==> src/rtl/usb_rx_pkg.sv <==
// ---------------------------------------------------------------------------
// usb_rx_pkg
//
// Purpose:
//   Shared timing constants and helpers for the USB receive bit timer.
//   The defaults describe full-speed reception with an 8x oversampling
//   clock: 8 system clocks per bit, sample taken at phase 3, 8-bit bytes,
//   8-byte blocks and a maximum of 7 transition-free samples before the
//   receiver is considered out of sync.
//
// Contents:
//   USB_CLKS_PER_BIT   default system clocks per USB bit period
//   USB_SAMPLE_PHASE   default phase value at which a bit is sampled
//   USB_BITS_PER_BYTE  default data bits per byte
//   USB_BLOCK_BYTES    default bytes per block
//   USB_MAX_RUN        default transition-free samples before sync loss
//   usb_phase_t        phase counter type for the default bit period
//   cnt_width()        counter width for a given modulus, never below 1
// ---------------------------------------------------------------------------
package usb_rx_pkg;

    localparam int USB_CLKS_PER_BIT  = 8;
    localparam int USB_SAMPLE_PHASE  = 3;
    localparam int USB_BITS_PER_BYTE = 8;
    localparam int USB_BLOCK_BYTES   = 8;
    localparam int USB_MAX_RUN       = 7;

    // A counter that only ever holds 0 still needs one bit of storage,
    // so the width is clamped at 1 for a modulus of 1.
    function automatic int cnt_width(input int modulus);
        return (modulus > 1) ? $clog2(modulus) : 1;
    endfunction

    localparam int USB_PHASE_W = cnt_width(USB_CLKS_PER_BIT);

    typedef logic [USB_PHASE_W-1:0] usb_phase_t;

endpackage

==> src/rtl/usb_rx_bit_timer_if.sv <==
// ---------------------------------------------------------------------------
// usb_rx_bit_timer_if
//
// Purpose:
//   Bundles the signals between the edge detector / receive controller and
//   the receive bit timer.
//
// Signals:
//   d_edge          one-cycle pulse, transition seen on the data line
//   rcving          packet reception active; low clears all timing state
//   stuff_skip      qualifies shift_enable: current bit is a stuffed bit
//   shift_enable    one-cycle sample strobe
//   byte_received   one-cycle pulse, a full byte of data bits collected
//   block_received  one-cycle pulse, a full block of bytes collected
//   bit_idx         data bits collected in the current byte
//   byte_cnt        bytes collected in the current block
//   sync_err        sticky loss-of-sync flag
//
// Modports:
//   master  the receive controller side (drives d_edge/rcving/stuff_skip)
//   slave   the bit timer itself
// ---------------------------------------------------------------------------
interface usb_rx_bit_timer_if #(
    parameter int BITS_PER_BYTE = usb_rx_pkg::USB_BITS_PER_BYTE,
    parameter int BLOCK_BYTES   = usb_rx_pkg::USB_BLOCK_BYTES
);

    localparam int BIT_W  = usb_rx_pkg::cnt_width(BITS_PER_BYTE);
    localparam int BYTE_W = usb_rx_pkg::cnt_width(BLOCK_BYTES);

    logic              d_edge;
    logic              rcving;
    logic              stuff_skip;
    logic              shift_enable;
    logic              byte_received;
    logic              block_received;
    logic [BIT_W-1:0]  bit_idx;
    logic [BYTE_W-1:0] byte_cnt;
    logic              sync_err;

    modport master (
        output d_edge,
        output rcving,
        output stuff_skip,
        input  shift_enable,
        input  byte_received,
        input  block_received,
        input  bit_idx,
        input  byte_cnt,
        input  sync_err
    );

    modport slave (
        input  d_edge,
        input  rcving,
        input  stuff_skip,
        output shift_enable,
        output byte_received,
        output block_received,
        output bit_idx,
        output byte_cnt,
        output sync_err
    );

endinterface

==> src/rtl/usb_rx_bit_timer_wrap_counter.sv <==
// ---------------------------------------------------------------------------
// rx_wrap_counter
//
// Purpose:
//   Modulo-N up counter used for the bit phase, the bit index within a
//   byte and the byte index within a block. Counts 0..MODULUS-1 and wraps.
//
// Ports:
//   clk     system clock
//   n_rst   asynchronous active-low reset
//   clear   synchronous clear, wins over enable
//   enable  advance the count by one this cycle
//   count   current count value
//   wrap    combinational strobe: this enabled step takes count back to 0
// ---------------------------------------------------------------------------
module rx_wrap_counter
    import usb_rx_pkg::*;
#(
    parameter int MODULUS = 8,
    parameter int WIDTH   = cnt_width(MODULUS)
) (
    input  logic             clk,
    input  logic             n_rst,
    input  logic             clear,
    input  logic             enable,
    output logic [WIDTH-1:0] count,
    output logic             wrap
);

    // Terminal value compared at the counter's own width.
    localparam logic [WIDTH-1:0] LAST = WIDTH'(MODULUS - 1);

    logic at_last;

    assign at_last = (count == LAST);

    // The wrap strobe is only meaningful on a step that actually advances
    // the counter, so a pending clear masks it.
    assign wrap = enable & ~clear & at_last;

    // Count register: clear has priority, otherwise step and wrap at the
    // terminal value. Non-power-of-two moduli never see the unused codes.
    always_ff @(posedge clk or negedge n_rst) begin
        if (!n_rst) begin
            count <= '0;
        end else if (clear) begin
            count <= '0;
        end else if (enable) begin
            count <= at_last ? '0 : count + 1'b1;
        end
    end

endmodule

==> src/rtl/usb_rx_bit_timer.sv <==
// ---------------------------------------------------------------------------
// usb_rx_bit_timer
//
// Purpose:
//   Receive bit timing for the USB receiver path. A free-running phase
//   counter is realigned by every data-line transition and produces one
//   sample strobe per bit period. Counted (non-stuffed) samples are
//   gathered into bytes and bytes into blocks. A run counter watches for
//   too many samples without a transition and raises a sticky sync error,
//   which freezes byte/block counting until reception is dropped.
//
// Ports:
//   clk    system clock
//   n_rst  asynchronous active-low reset
//   bus    usb_rx_bit_timer_if slave modport:
//            in : d_edge, rcving, stuff_skip
//            out: shift_enable, byte_received, block_received,
//                 bit_idx, byte_cnt, sync_err
// ---------------------------------------------------------------------------
module usb_rx_bit_timer
    import usb_rx_pkg::*;
#(
    parameter int CLKS_PER_BIT  = USB_CLKS_PER_BIT,
    parameter int SAMPLE_PHASE  = USB_SAMPLE_PHASE,
    parameter int BITS_PER_BYTE = USB_BITS_PER_BYTE,
    parameter int BLOCK_BYTES   = USB_BLOCK_BYTES,
    parameter int MAX_RUN_BITS  = USB_MAX_RUN
) (
    input  logic               clk,
    input  logic               n_rst,
    usb_rx_bit_timer_if.slave  bus
);

    localparam int PHASE_W = cnt_width(CLKS_PER_BIT);
    localparam int BIT_W   = cnt_width(BITS_PER_BYTE);
    localparam int BYTE_W  = cnt_width(BLOCK_BYTES);
    // The run counter must be able to hold MAX_RUN_BITS itself.
    localparam int RUN_W   = cnt_width(MAX_RUN_BITS + 1);

    localparam logic [PHASE_W-1:0] SAMPLE_AT = PHASE_W'(SAMPLE_PHASE);
    localparam logic [RUN_W-1:0]   RUN_LIMIT = RUN_W'(MAX_RUN_BITS);

    logic [PHASE_W-1:0] phase;
    logic [BIT_W-1:0]   bit_idx_q;
    logic [BYTE_W-1:0]  byte_cnt_q;
    logic [RUN_W-1:0]   run_q;
    logic               sync_err_q;
    logic               byte_pulse_q;
    logic               block_pulse_q;

    logic               phase_clear;
    logic               phase_wrap_unused;
    logic               shift_en;
    logic               counted;
    logic               timing_clear;
    logic               bit_wrap;
    logic               byte_wrap;
    logic               run_at_limit;

    // Phase realignment: any transition restarts the bit period so the
    // sample point tracks the transmitter's clock.
    assign phase_clear  = ~bus.rcving | bus.d_edge;
    assign timing_clear = ~bus.rcving;

    // The phase counter's wrap strobe has no consumer; the sample point is
    // decoded from the count. A transition in the sample cycle still lets
    // that sample through and only moves the next one.
    assign shift_en = bus.rcving & (phase == SAMPLE_AT);

    // Stuffed bits and anything seen after sync loss are not data.
    assign counted = shift_en & ~bus.stuff_skip & ~sync_err_q;

    assign run_at_limit = (run_q == RUN_LIMIT);

    rx_wrap_counter #(
        .MODULUS (CLKS_PER_BIT),
        .WIDTH   (PHASE_W)
    ) u_phase_cnt (
        .clk    (clk),
        .n_rst  (n_rst),
        .clear  (phase_clear),
        .enable (1'b1),
        .count  (phase),
        .wrap   (phase_wrap_unused)
    );

    rx_wrap_counter #(
        .MODULUS (BITS_PER_BYTE),
        .WIDTH   (BIT_W)
    ) u_bit_cnt (
        .clk    (clk),
        .n_rst  (n_rst),
        .clear  (timing_clear),
        .enable (counted),
        .count  (bit_idx_q),
        .wrap   (bit_wrap)
    );

    // The byte counter steps once per completed byte, so its wrap marks
    // the last byte of a block landing on the same edge as that byte.
    rx_wrap_counter #(
        .MODULUS (BLOCK_BYTES),
        .WIDTH   (BYTE_W)
    ) u_byte_cnt (
        .clk    (clk),
        .n_rst  (n_rst),
        .clear  (timing_clear),
        .enable (bit_wrap),
        .count  (byte_cnt_q),
        .wrap   (byte_wrap)
    );

    // Registered completion pulses, one cycle after the final counted
    // sample. bit_wrap already implies rcving high and no sync error, so
    // dropping reception or losing sync forces both pulses low.
    always_ff @(posedge clk or negedge n_rst) begin
        if (!n_rst) begin
            byte_pulse_q  <= 1'b0;
            block_pulse_q <= 1'b0;
        end else begin
            byte_pulse_q  <= bit_wrap;
            block_pulse_q <= byte_wrap;
        end
    end

    // Run-length watchdog. A transition empties the run even when it lands
    // on a sample; otherwise each sample adds one, saturating at the limit.
    // A further transition-free sample at the limit latches sync_err,
    // which only clears when reception is dropped.
    always_ff @(posedge clk or negedge n_rst) begin
        if (!n_rst) begin
            run_q      <= '0;
            sync_err_q <= 1'b0;
        end else if (!bus.rcving) begin
            run_q      <= '0;
            sync_err_q <= 1'b0;
        end else begin
            if (bus.d_edge) begin
                run_q <= '0;
            end else if (shift_en && !run_at_limit) begin
                run_q <= run_q + 1'b1;
            end

            if (shift_en && !bus.d_edge && run_at_limit) begin
                sync_err_q <= 1'b1;
            end
        end
    end

    assign bus.shift_enable   = shift_en;
    assign bus.byte_received  = byte_pulse_q;
    assign bus.block_received = block_pulse_q;
    assign bus.bit_idx        = bit_idx_q;
    assign bus.byte_cnt       = byte_cnt_q;
    assign bus.sync_err       = sync_err_q;

endmodule

==> src/flat_wrapper.sv <==
// flat-port wrapper written by rule: the top's interface ports become plain ports
module usb_rx_bit_timer_flat import usb_rx_pkg::*;
#(
    parameter int CLKS_PER_BIT  = USB_CLKS_PER_BIT,
    parameter int SAMPLE_PHASE  = USB_SAMPLE_PHASE,
    parameter int BITS_PER_BYTE = USB_BITS_PER_BYTE,
    parameter int BLOCK_BYTES   = USB_BLOCK_BYTES,
    parameter int MAX_RUN_BITS  = USB_MAX_RUN
)
  (clk, n_rst, bus_d_edge, bus_rcving, bus_stuff_skip, bus_shift_enable, bus_byte_received, bus_block_received, bus_bit_idx, bus_byte_cnt, bus_sync_err);
  usb_rx_bit_timer_if #(.BITS_PER_BYTE(BITS_PER_BYTE), .BLOCK_BYTES(BLOCK_BYTES)) bus_i ();
  input  logic clk;
  input  logic n_rst;
  input wire logic [$bits(bus_i.d_edge)-1:0] bus_d_edge;
  input wire logic [$bits(bus_i.rcving)-1:0] bus_rcving;
  input wire logic [$bits(bus_i.stuff_skip)-1:0] bus_stuff_skip;
  output wire logic [$bits(bus_i.shift_enable)-1:0] bus_shift_enable;
  output wire logic [$bits(bus_i.byte_received)-1:0] bus_byte_received;
  output wire logic [$bits(bus_i.block_received)-1:0] bus_block_received;
  output wire logic [$bits(bus_i.bit_idx)-1:0] bus_bit_idx;
  output wire logic [$bits(bus_i.byte_cnt)-1:0] bus_byte_cnt;
  output wire logic [$bits(bus_i.sync_err)-1:0] bus_sync_err;
  assign bus_i.d_edge = bus_d_edge;
  assign bus_i.rcving = bus_rcving;
  assign bus_i.stuff_skip = bus_stuff_skip;
  assign bus_shift_enable = bus_i.shift_enable;
  assign bus_byte_received = bus_i.byte_received;
  assign bus_block_received = bus_i.block_received;
  assign bus_bit_idx = bus_i.bit_idx;
  assign bus_byte_cnt = bus_i.byte_cnt;
  assign bus_sync_err = bus_i.sync_err;
  usb_rx_bit_timer #(.CLKS_PER_BIT(CLKS_PER_BIT), .SAMPLE_PHASE(SAMPLE_PHASE), .BITS_PER_BYTE(BITS_PER_BYTE), .BLOCK_BYTES(BLOCK_BYTES), .MAX_RUN_BITS(MAX_RUN_BITS)) u_core (.clk(clk), .n_rst(n_rst), .bus(bus_i));
endmodule
==> config.mk <==
export PLATFORM = sky130hd
export DESIGN_NAME = usb_rx_bit_timer_flat
export DESIGN_NICKNAME = d
export VERILOG_FILES = /design/src/rtl/usb_rx_pkg.sv /design/src/rtl/usb_rx_bit_timer_if.sv /design/src/rtl/usb_rx_bit_timer_wrap_counter.sv /design/src/rtl/usb_rx_bit_timer.sv /design/src/flat_wrapper.sv
export SDC_FILE = /design/constraint.sdc
export NUM_CORES = 1
export LEC_CHECK = 0
export ABC_AREA = 1
export BUFFER_PORTS_ARGS = -buffer_cell sky130_fd_sc_hd__buf_4
export CAP_MARGIN = 15
export CORE_MARGIN = 4
export CORE_UTILIZATION = 25
export CTS_BUF_LIST = sky130_fd_sc_hd__clkbuf_8
export CTS_CLUSTER_SIZE = 12
export DETAILED_ROUTE_END_ITERATION = 10
export HOLD_SLACK_MARGIN = 0.1
export PLACE_DENSITY = 0.51
export SLEW_MARGIN = 15
export SYNTH_ARGS = -nofsm -noshare
export SYNTH_HDL_FRONTEND = slang
export SYNTH_SLANG_ARGS = --single-unit
==> constraint.sdc <==
create_clock -name clk -period 3.38 [get_ports clk]
set_input_delay 0.845 -clock clk [delete_from_list [all_inputs] [get_ports clk]]
set_output_delay 0.845 -clock clk [all_outputs]
set_load 0.005 [all_outputs]
==> metrics.md, run 1 <==
| Metric | Value |
|---|---|
| Die area | `4173 sq um` |
| Placed Instances | `around 140` |
| Clock sink count | `15` |
| Period utilization | `0.6588` |
| Largest area contributor in the netlist | `dfrtp_1` |
| WHS Path Cells | `1` |
| Most frequent cell after synthesis | `dfrtp_1` |
| Setup Fix Bufs, Post-CTS | `0` |
| Share of layout cells above drive strength 1 | `0.2842` |
| Synth unique cells | `18` |
| # IOs | `15` |
| Area grow syn2layout | `24.37%` |
| MaxCap Viol Count | `0` |
| Power Total | `between 0.3 and 0.4 mW` |
| Worst-Skew Late Latency | `between 0.2 and 0.3 ns` |
| 1st-iter DRT viols | `23` |
| Syn Inst Count | `78` |
| Final hold slack | `approximately 0.43 ns` |
| Flip-flop and latch area | `375.4 sq um` |
| Setup slack, reg-to-reg | `~2 ns` |
| R2R Path Start | `u_core.u_phase_cnt.count[0]` |
| Die X | `roughly 65 microns` |
| CP Capture Type | `output port` |
| Initial Utilization | `0.2623` |
| TritonCTS clock tree | `built` |
| Seq cells post-synth | `15` |
| Vias per inst | `just over 4` |
| Global route hottest layer | `met2` |
| Top_reg_cell synth | `dfrtp_1` |
| Leakage | `0.5531 nW` |
| Grt ovf | `0` |
| Row count | `20` |
| Final cell count without fillers | `approximately 140` |
| First-pass GRT wire length | `between 2000 and 2500 microns` |
| Clk_skew | `~0.0037 ns` |
| Most frequent cells after synthesis | `dfrtp_1, nand2_1, nand3_1` |
| Residual DRC | `0` |
| Synth Net Count | `around 90` |
| CTS Buffer Depth | `2` |
| WS Path Type | `flip-flop to output port` |
| Syn. warnings | `0` |
| Drt total wl | `between 1000 and 1500 microns` |
| Synthesized area per cell | `10.27 sq um` |
| Crit. Startpoint | `u_core.u_phase_cnt.count[0]` |
| R2R cell count | `8` |
| Worst vdd ir | `between 0.15 and 0.2 mV` |
| RSZ-0062 raised after global routing | `no` |
| WHS Endpoint | `u_core.u_phase_cnt.count[0]` |
| Final Hold Fails | `0` |
| Data arrival, critical path | `between 1 and 1.5 ns` |
| Top-area cell type share of the netlist area | `0.4688` |
| Hold_sp | `u_core.u_phase_cnt.count[0]` |
| R2R Path End | `u_core.u_bit_cnt.count[1]` |
| Overall global routing resource usage | `0.07182` |
| GRT met2 Usage | `0.1198` |
| Vias | `571` |
| Area taken by multi-input logic gates | `around 360 sq um` |
| Clock slew at reported path FFs | `around 0.06 ns` |
| CP Launch Type | `flip-flop` |
| PwrDens | `between 300 and 400 nW/um^2` |
| Crit path required time | `around 2.5 ns` |
| Area of the mapped netlist | `about 800 sq um` |
| GPL Wtd Cong | `0.7778` |
| IO Port Bufs | `14` |
| Sequential fraction of the synthesis area | `0.4688` |
| Top post-synthesis cells by area | `dfrtp_1, ha_1, nand2_1, nand3_1, nor2_8` |
| EDFF count, synth | `0` |
| Vias in the first global route | `between 500 and 600` |
| Slew HR | `0.8488` |
| Fmax | `between 400 and 500 MHz` |
| Met1 GRT Util | `0.08520` |
| Diode count | `0` |
| H-Tree Depth | `1` |
| Router iterations before antenna repair | `2` |
| Worst Hold Class | `flip-flop to flip-flop` |
| Fill cell count | `about 320` |
| Final setup viols | `0` |
| Initial antenna violation count | `0` |
| Hold buffer count at cts | `0` |
| Die height | `64.60 microns` |
| Core ar. | `3053 sq um` |
| Core Util, Final | `0.3262` |
| Nets | `110` |
| Slew @ Worst Pin | `~0.23 ns` |
| Cts repair resizes | `0` |
| Worst-path fanout max | `6` |
| Setup TNS | `0 ns` |
| HPWL after detailed placement | `~1100 microns` |
| Outcome | `finished clean` |
| Final max-slew violation count | `0` |
| GR Util met3 | `0.03640` |
| Root Driver | `clkbuf_8` |
| Cts bufs inserted | `3` |
| Tmin final | `roughly 2.2 ns` |
| Async SR Flop Fraction | `1.000` |
| Post-route antenna net violation count | `0` |
| Largest net degree at the start of global routing | `16` |
| Average wire per standard cell | `just under 10 microns` |
-- sequential cells by signal (all words and copies together) (netlist names) --
name                       count
u_core.u_byte_cnt.count        3
u_core.bus.block_received      1
u_core.bus.byte_received       1
u_core.u_phase_cnt.count       3
u_core.u_bit_cnt.count         3
u_core.run_q                   3
u_core.bus.sync_err            1
-- worst max-delay path, stage by stage (launching register included) --
cell and delay (ns):
dfrtp_1 0.38, ha_1 0.22, ha_1 0.26, nand2_4 0.12
inv_6 0.05, buf_4 0.13
-- layout make-up --
cell class / instances / share of cell area
inverters: 11 / 0.05151
repair buffers: 14 / 0.1055
clock inverters: 1 / 0.005025
well taps: 44 / 0.05528
flip-flops and latches: 15 / 0.3769
clock buffers: 3 / 0.04146
multi-input cells: 51 / 0.3643
-- layout by cell type (no fill, tap or decap) --
master,n
nand3_1,10
nand3_4,1
nand2_2,1
o21ai_1,1
dfrtp_1,15
nand4_1,4
nand2_4,1
clkinv_2,1
o31ai_1,1
nor2_1,5
nor3_1,1
inv_4,2
inv_6,1
inv_1,8
ha_1,9
nand2_1,14
clkbuf_8,3
nor2_8,2
buf_4,14
nor2_4,1
-- per-layer routing --
layer	part of all wire	vias up
met5	0	-
met4	0.0052	0
met3	0.054	2
met2	0.51	12
met1	0.43	267
li1	-	290
-- kinds of logic after synthesis --
family	share of synthesized area
simple gates	0.2969
buf+inv	0.07812
flops	0.4688
compound gates	0.01562
fa+ha+maj	0.1406
-- through the flow --
step	instance area (sq um)	setup slack, ns
finish	996.0	1.153
global route	996.0	1.059
CTS	996.0	1.131
detailed placement	949.7	1.249
global placement	949.7	1.260
floorplan	800.8	1.435
-- worst max-delay path by stage --
stage	to	depth (start not counted)	slack [ns]
final	bus_shift_enable	5	1.15
after detailed placement	bus_shift_enable	4	1.25
after global placement	bus_shift_enable	4	1.26
after floorplan	bus_shift_enable	3	1.44
after global routing	bus_shift_enable	5	1.06
after CTS	bus_shift_enable	5	1.13
-- power breakdown --
part | switching [mW] | internal [mW] | total [mW]
logic | 0.0137 | 0.00743 | 0.0211
clock network | 0.0626 | 0.0816 | 0.144
registers | 0.000613 | 0.181 | 0.181
Note: power is estimated with default switching activity, not from simulation.
==> run 2: changes to the inputs <==
- PLACE_DENSITY: 0.51 -> 0.53
- clock period: 3.38 -> 2 ns (I/O delays scaled with it)
==> metrics.md, run 2 (same netlist as run 1, synthesis figures left out) <==
| Metric | Value |
|---|---|
| PwrDens | `583.6 nW/um^2 (+68%)` |
| Vias per inst | `4.245 (+3.3%)` |
| Leakage | `0.5545 nW (+0.26%)` |
| Nets | `110 (unchanged)` |
| Cts bufs inserted | `3 (unchanged)` |
| Router iterations before antenna repair | `4 (+2)` |
| Core ar. | `3053 sq um (unchanged)` |
| Worst path bufs/invs | `2 (unchanged)` |
| Initial Utilization | `0.2623 (unchanged)` |
| Drt total wl | `1430 microns (+6.0%)` |
| Largest net degree at the start of global routing | `16 (unchanged)` |
| Data arrival, critical path | `1.38 ns (about the same)` |
| Die height | `64.60 microns (unchanged)` |
| Period utilization | `0.9389` |
| Setup TNS | `0 ns (unchanged)` |
| Initial antenna violation count | `0 (unchanged)` |
| Worst-path fanout max | `6 (unchanged)` |
| Die X | `64.60 microns (unchanged)` |
| Slowest stage delay, CP | `0.38 ns (about the same)` |
| WS Path Type | `flip-flop to output port` |
| Critical path's slowest cell | `dfrtp_1` |
| Clk_skew | `0.0006197 ns (-0.003074 ns)` |
| 1st-iter DRT viols | `22 (-4.3%)` |
| Post-route antenna net violation count | `0 (unchanged)` |
| TritonCTS clock tree | `built` |
| Final max-slew violation count | `0 (unchanged)` |
| Proportion of power drawn by the clock network | `0.410 (-0.006)` |
| RSZ-0062 raised after global routing | `no` |
| CP Capture Type | `output port` |
| Grt ovf | `0 (unchanged)` |
| MaxCap Viol Count | `0 (unchanged)` |
| Fmax | `around 530 MHz` |
| Final Hold Fails | `0 (unchanged)` |
| First-pass GRT wire length | `2546 microns (+8.5%)` |
| Slew HR | `0.8425 (-0.006383)` |
| Outcome | `finished clean` |
| Slew @ Worst Pin | `0.2363 ns (+0.009575 ns)` |
| Vias | `590 (+3.3%)` |
| Setup Fix Bufs, Post-CTS | `0 (unchanged)` |
| Overall global routing resource usage | `0.07737 (+0.005553)` |
| Sw power | `0.1267 mW (+65%)` |
| Most common cell after layout, fill and taps aside | `dfrtp_1` |
| Crit path required time | `1.50 ns (-1.03 ns)` |
| Logic pwr share | `0.062 (about the same)` |
| Internal power | `0.4538 mW (+68%)` |
| CP Launch Type | `flip-flop` |
| Most frequent cells in the layout | `dfrtp_1, nand2_1, buf_4` |
| Average wire per standard cell | `10.29 microns (+6.0%)` |
| Diode count | `0 (unchanged)` |
| Power Total | `0.5805 mW (+67%)` |
| Vias in the first global route | `577 (+11%)` |
| Worst Hold Class | `input port to asynchronous set/reset pin` |
| IO Port Bufs | `14 (unchanged)` |
| Worst vdd ir | `0.1529 mV (-18%)` |
| GPL Wtd Cong | `0.7811 (+0.42%)` |
| Clock sink count | `15 (unchanged)` |
| Share of layout cells above drive strength 1 | `0.2737 (-0.01053)` |
| H-Tree Depth | `1 (unchanged)` |
| Die area | `4173 sq um (unchanged)` |
| Crit-path most repeated cell | `ha_1` |
| Area grow syn2layout | `24.22%` |
| # IOs | `15 (unchanged)` |
| HPWL after detailed placement | `1139 microns (+5.8%)` |
| Critical-path cell list | `ha_1 > ha_1 > nand2_4 > inv_6 > buf_4` |
| Row count | `20 (unchanged)` |
| CTS Buffer Depth | `2 (unchanged)` |
| Family with the most delay on the worst path | `adder cells` |
| Cts repair resizes | `0 (unchanged)` |
| Clock slew at reported path FFs | `0.06 ns (about the same)` |
| Worst-Skew Late Latency | `0.24 ns (about the same)` |
| Tmin final | `1.878 ns` |
| Root Driver | `clkbuf_8` |
| Hold buffer count at cts | `0 (unchanged)` |
| Reg power frac | `0.528 (+0.005)` |
| Final setup viols | `0 (unchanged)` |
| Residual DRC | `0 (unchanged)` |
| Switching Share | `0.2182 (-0.003674)` |
==> run 2: cell types whose count changed in the layout (fill, tap and decap cells not counted) <==
cell,delta
clkinv_2,-1
inv_1,+1
==> run 2: worst paths after layout <==
check                                            startpoint                           to  slack [ns]  cells after the start
worst max-delay path            u_core.u_phase_cnt.count[0]             bus_shift_enable        0.12                      5
max in group asynchronous                             n_rst  u_core.u_phase_cnt.count[0]        1.73                      1
worst min-delay path                                  n_rst    u_core.u_bit_cnt.count[2]         0.1                      1
worst min register to register  u_core.u_phase_cnt.count[0]  u_core.u_phase_cnt.count[0]        0.44                      1
worst max register to register  u_core.u_phase_cnt.count[0]    u_core.u_bit_cnt.count[2]        0.64                      8
min in group clk                u_core.u_phase_cnt.count[0]  u_core.u_phase_cnt.count[0]        0.44                      1
==> run 2: power by group through the flow <==
stage | registers (mW) | clock network, mW | logic, mW
floorplan | 0.312 | 0 | 0.0207
global placement | 0.312 | 0 | 0.0369
detailed placement | 0.312 | 0 | 0.0371
CTS | 0.307 | 0.246 | 0.0372
global route | 0.307 | 0.257 | 0.0404
finish | 0.307 | 0.238 | 0.0359
==> run 2: cell type report <==
cell class / instances / area (sq um)
Clock buffer: 3 / 41.29
Clock inverter: 1 / 3.754
Fill cell: 335 / 2058
Inverter: 11 / 51.30
Multi-Input combinational cell: 51 / 362.8
Sequential cell: 15 / 375.4
Tap cell: 44 / 55.05
Timing Repair Buffer: 14 / 105.1
==> run 2: metrics by stage <==
stage / setup WS [ns] / util / instance area [sq um] / cells / hold WS, ns
floorplan: 0.5526 / - / 800.8 / 78 / 0.2044
CTS: 0.1056 / 0.3258 / 994.7 / 139 / 0.1047
detailed placement: 0.3731 / 0.3111 / 949.7 / 135 / 0.3688
global placement: 0.4047 / 0.3111 / 949.7 / 135 / 0.3692
finish: 0.1222 / 0.3258 / 994.7 / 139 / 0.09938
global route: 0.04796 / 0.3258 / 994.7 / 139 / 0.1084
==> run 2: per-layer routing <==
| layer | vias up | track usage | wire, microns |
|---|---|---|---|
| met1 | 284 | 0.09188 | 661 |
| met3 | 2 | 0.03293 | 98 |
| met4 | 0 | 0.02375 | 11 |
| met5 | - | 0 | 0 |
| li1 | 287 | - | - |
| met2 | 17 | 0.1263 | 659 |
==> run 3: changes to the inputs <==
--- a/config.mk
+++ b/config.mk
@@ -13,2 +13,3 @@
 export CTS_BUF_LIST = sky130_fd_sc_hd__clkbuf_8
+export CTS_CLUSTER_DIAMETER = 30
 export CTS_CLUSTER_SIZE = 12
--- a/constraint.sdc
+++ b/constraint.sdc
@@ -3,2 +3,2 @@
 set_output_delay 0.5 -clock clk [all_outputs]
-set_load 0.005 [all_outputs]
+set_load 0.01 [all_outputs]
==> metrics.md, run 3 (same netlist as run 1, synthesis figures left out) <==
| Metric | Value |
|---|---|
| Vias | `592 (+0.34%)` |
| Final worst slack | `0.1050 ns (-0.01715 ns)` |
| Core ar. | `3053 sq um (unchanged)` |
| WS Path Type | `flip-flop to output port` |
| Power Total | `0.5821 mW (+0.28%)` |
| Die X | `64.60 microns (unchanged)` |
| Tmin final | `1.895 ns (+0.01715 ns)` |
| Crit path required time | `1.50 ns (about the same)` |
| Final max-slew violation count | `0 (unchanged)` |
| First-pass GRT wire length | `2656 microns (+4.3%)` |
| RSZ-0062 raised after global routing | `no` |
| Met1 Wirelength | `648 microns (-2.0%)` |
| Flip-flop and latch area | `375.4 sq um (unchanged)` |
| Clock sink count | `15 (unchanged)` |
| Outcome | `finished clean` |
| Clk_skew | `0.0005180 ns (-0.0001017 ns)` |
| CTS Buffer Depth | `2 (unchanged)` |
| Nets | `110 (unchanged)` |
| Hold buffer count at cts | `0 (unchanged)` |
| Placement Setup Slack | `0.3659 ns (-0.007214 ns)` |
| Fmax | `527.7 MHz (-0.91%)` |
| Largest net degree at the start of global routing | `16 (unchanged)` |
| Initial antenna violation count | `0 (unchanged)` |
| Diode count | `0 (unchanged)` |
| Worst Hold Class | `input port to asynchronous set/reset pin` |
| Die height | `64.60 microns (unchanged)` |
| HPWL after detailed placement | `1174 microns (+3.1%)` |
| Initial Utilization | `0.2623 (unchanged)` |
| Final Hold Fails | `0 (unchanged)` |
| PwrDens | `585.2 nW/um^2 (+0.28%)` |
| Vias per inst | `4.259 (+0.34%)` |
| Post-route antenna net violation count | `0 (unchanged)` |
| Cts bufs inserted | `3 (unchanged)` |
| Area grow syn2layout | `24.22% (unchanged)` |
| Top layer reached by signal wires | `met4` |
| # IOs | `15 (unchanged)` |
| Met3 routed WL | `98 microns (unchanged)` |
| Fill cell count | `335 (unchanged)` |
| R2R cell count | `8 (unchanged)` |
| CP Launch Type | `flip-flop` |
| Final setup viols | `0 (unchanged)` |
| Die area | `4173 sq um (unchanged)` |
| Worst-path fanout max | `6 (unchanged)` |
| Average wire per standard cell | `10.60 microns (+3.1%)` |
| Share of layout cells above drive strength 1 | `0.2737 (unchanged)` |
| Residual DRC | `0 (unchanged)` |
| Final cell count without fillers | `139 (unchanged)` |
| 1st-iter DRT viols | `19 (-14%)` |
| Period utilization | `0.9475 (+0.008577)` |
| Setup Fix Bufs, Post-CTS | `0 (unchanged)` |
| Drt total wl | `1474 microns (+3.1%)` |
| Slew HR | `0.8425 (about the same)` |
| Grt ovf | `0 (unchanged)` |
| MaxCap Viol Count | `0 (unchanged)` |
| Clock slew at reported path FFs | `0.06 ns (about the same)` |
| GPL Wtd Cong | `0.7812 (about the same)` |
| Setup TNS | `0 ns (unchanged)` |
| Data arrival, critical path | `1.39 ns (about the same)` |
| Slew @ Worst Pin | `0.2363 ns (-0.00005007 ns)` |
| Most common cell after layout, fill and taps aside | `dfrtp_1` |
| Most frequent cells in the layout | `dfrtp_1, nand2_1, buf_4` |
| Area taken by multi-input logic gates | `362.8 sq um (unchanged)` |
| Worst-Skew Late Latency | `0.24 ns (about the same)` |
| Worst vdd ir | `0.1533 mV (+0.27%)` |
| Row count | `20 (unchanged)` |
| H-Tree Depth | `1 (unchanged)` |
| Root Driver | `clkbuf_8` |
| TritonCTS clock tree | `built` |
| Leakage | `0.5545 nW (unchanged)` |
| Placed Instances | `135 (unchanged)` |
| IO Port Bufs | `14 (unchanged)` |
| Vias in the first global route | `609 (+5.5%)` |
| Cts repair resizes | `0 (unchanged)` |
| CP Capture Type | `output port` |
| Router iterations before antenna repair | `4 (unchanged)` |
| Overall global routing resource usage | `0.08221 (+0.004835)` |
| Core Util, Final | `0.3258 (unchanged)` |
| DR WL met2 | `707 microns (+7.3%)` |
## run 3: layer usage
metal,track usage,vias to the layer above
met4,0.03166,0
met5,0,-
met3,0.03466,3
li1,-,290
met2,0.1366,17
met1,0.09325,282
## run 3: final cells by class
type,count,share of cell area
timing repair buffer,14,0.1057
clock buffer,3,0.04151
inverter,11,0.05157
sequential,15,0.3774
clock inverter,1,0.003774
multi-input combinational,51,0.3648
tap,44,0.05535
## run 3: per-stage QoR
step | hold slack [ns] | area (sq um)
3_5_place_dp | 0.3689 | 949.7
6_report | 0.1001 | 994.7
3_3_place_gp | 0.3693 | 949.7
5_1_grt | 0.1071 | 994.7
2_1_floorplan | 0.2044 | 800.8
4_1_cts | 0.1016 | 994.7
## run 3: report_power, final
group / internal, mW / total (mW) / switching [mW] / leakage, nW
clock network: 0.136 / 0.239 / 0.103 / 0.0269
registers: 0.306 / 0.307 / 0.00106 / 0.209
logic: 0.0125 / 0.0363 / 0.0238 / 0.319
total: 0.454 / 0.582 / 0.128 / 0.554
## run 3: final timing paths
path	from	end	slack [ns]
max in group asynchronous	n_rst	u_core.run_q[1]	1.73
hold / removal	n_rst	u_core.u_bit_cnt.count[2]	0.10
hold reg to reg	u_core.u_phase_cnt.count[0]	u_core.u_phase_cnt.count[0]	0.44
setup / recovery	u_core.u_phase_cnt.count[0]	bus_shift_enable	0.11
setup reg to reg	u_core.u_phase_cnt.count[0]	u_core.u_bit_cnt.count[2]	0.63
min in group clk	u_core.u_phase_cnt.count[0]	u_core.u_phase_cnt.count[0]	0.44
## run 3: worst max-delay path, stage by stage, from the launching register on
cell,delay [ns]
dfrtp_1,0.38
ha_1,0.22
ha_1,0.25
nand2_4,0.12
inv_6,0.05
buf_4,0.14
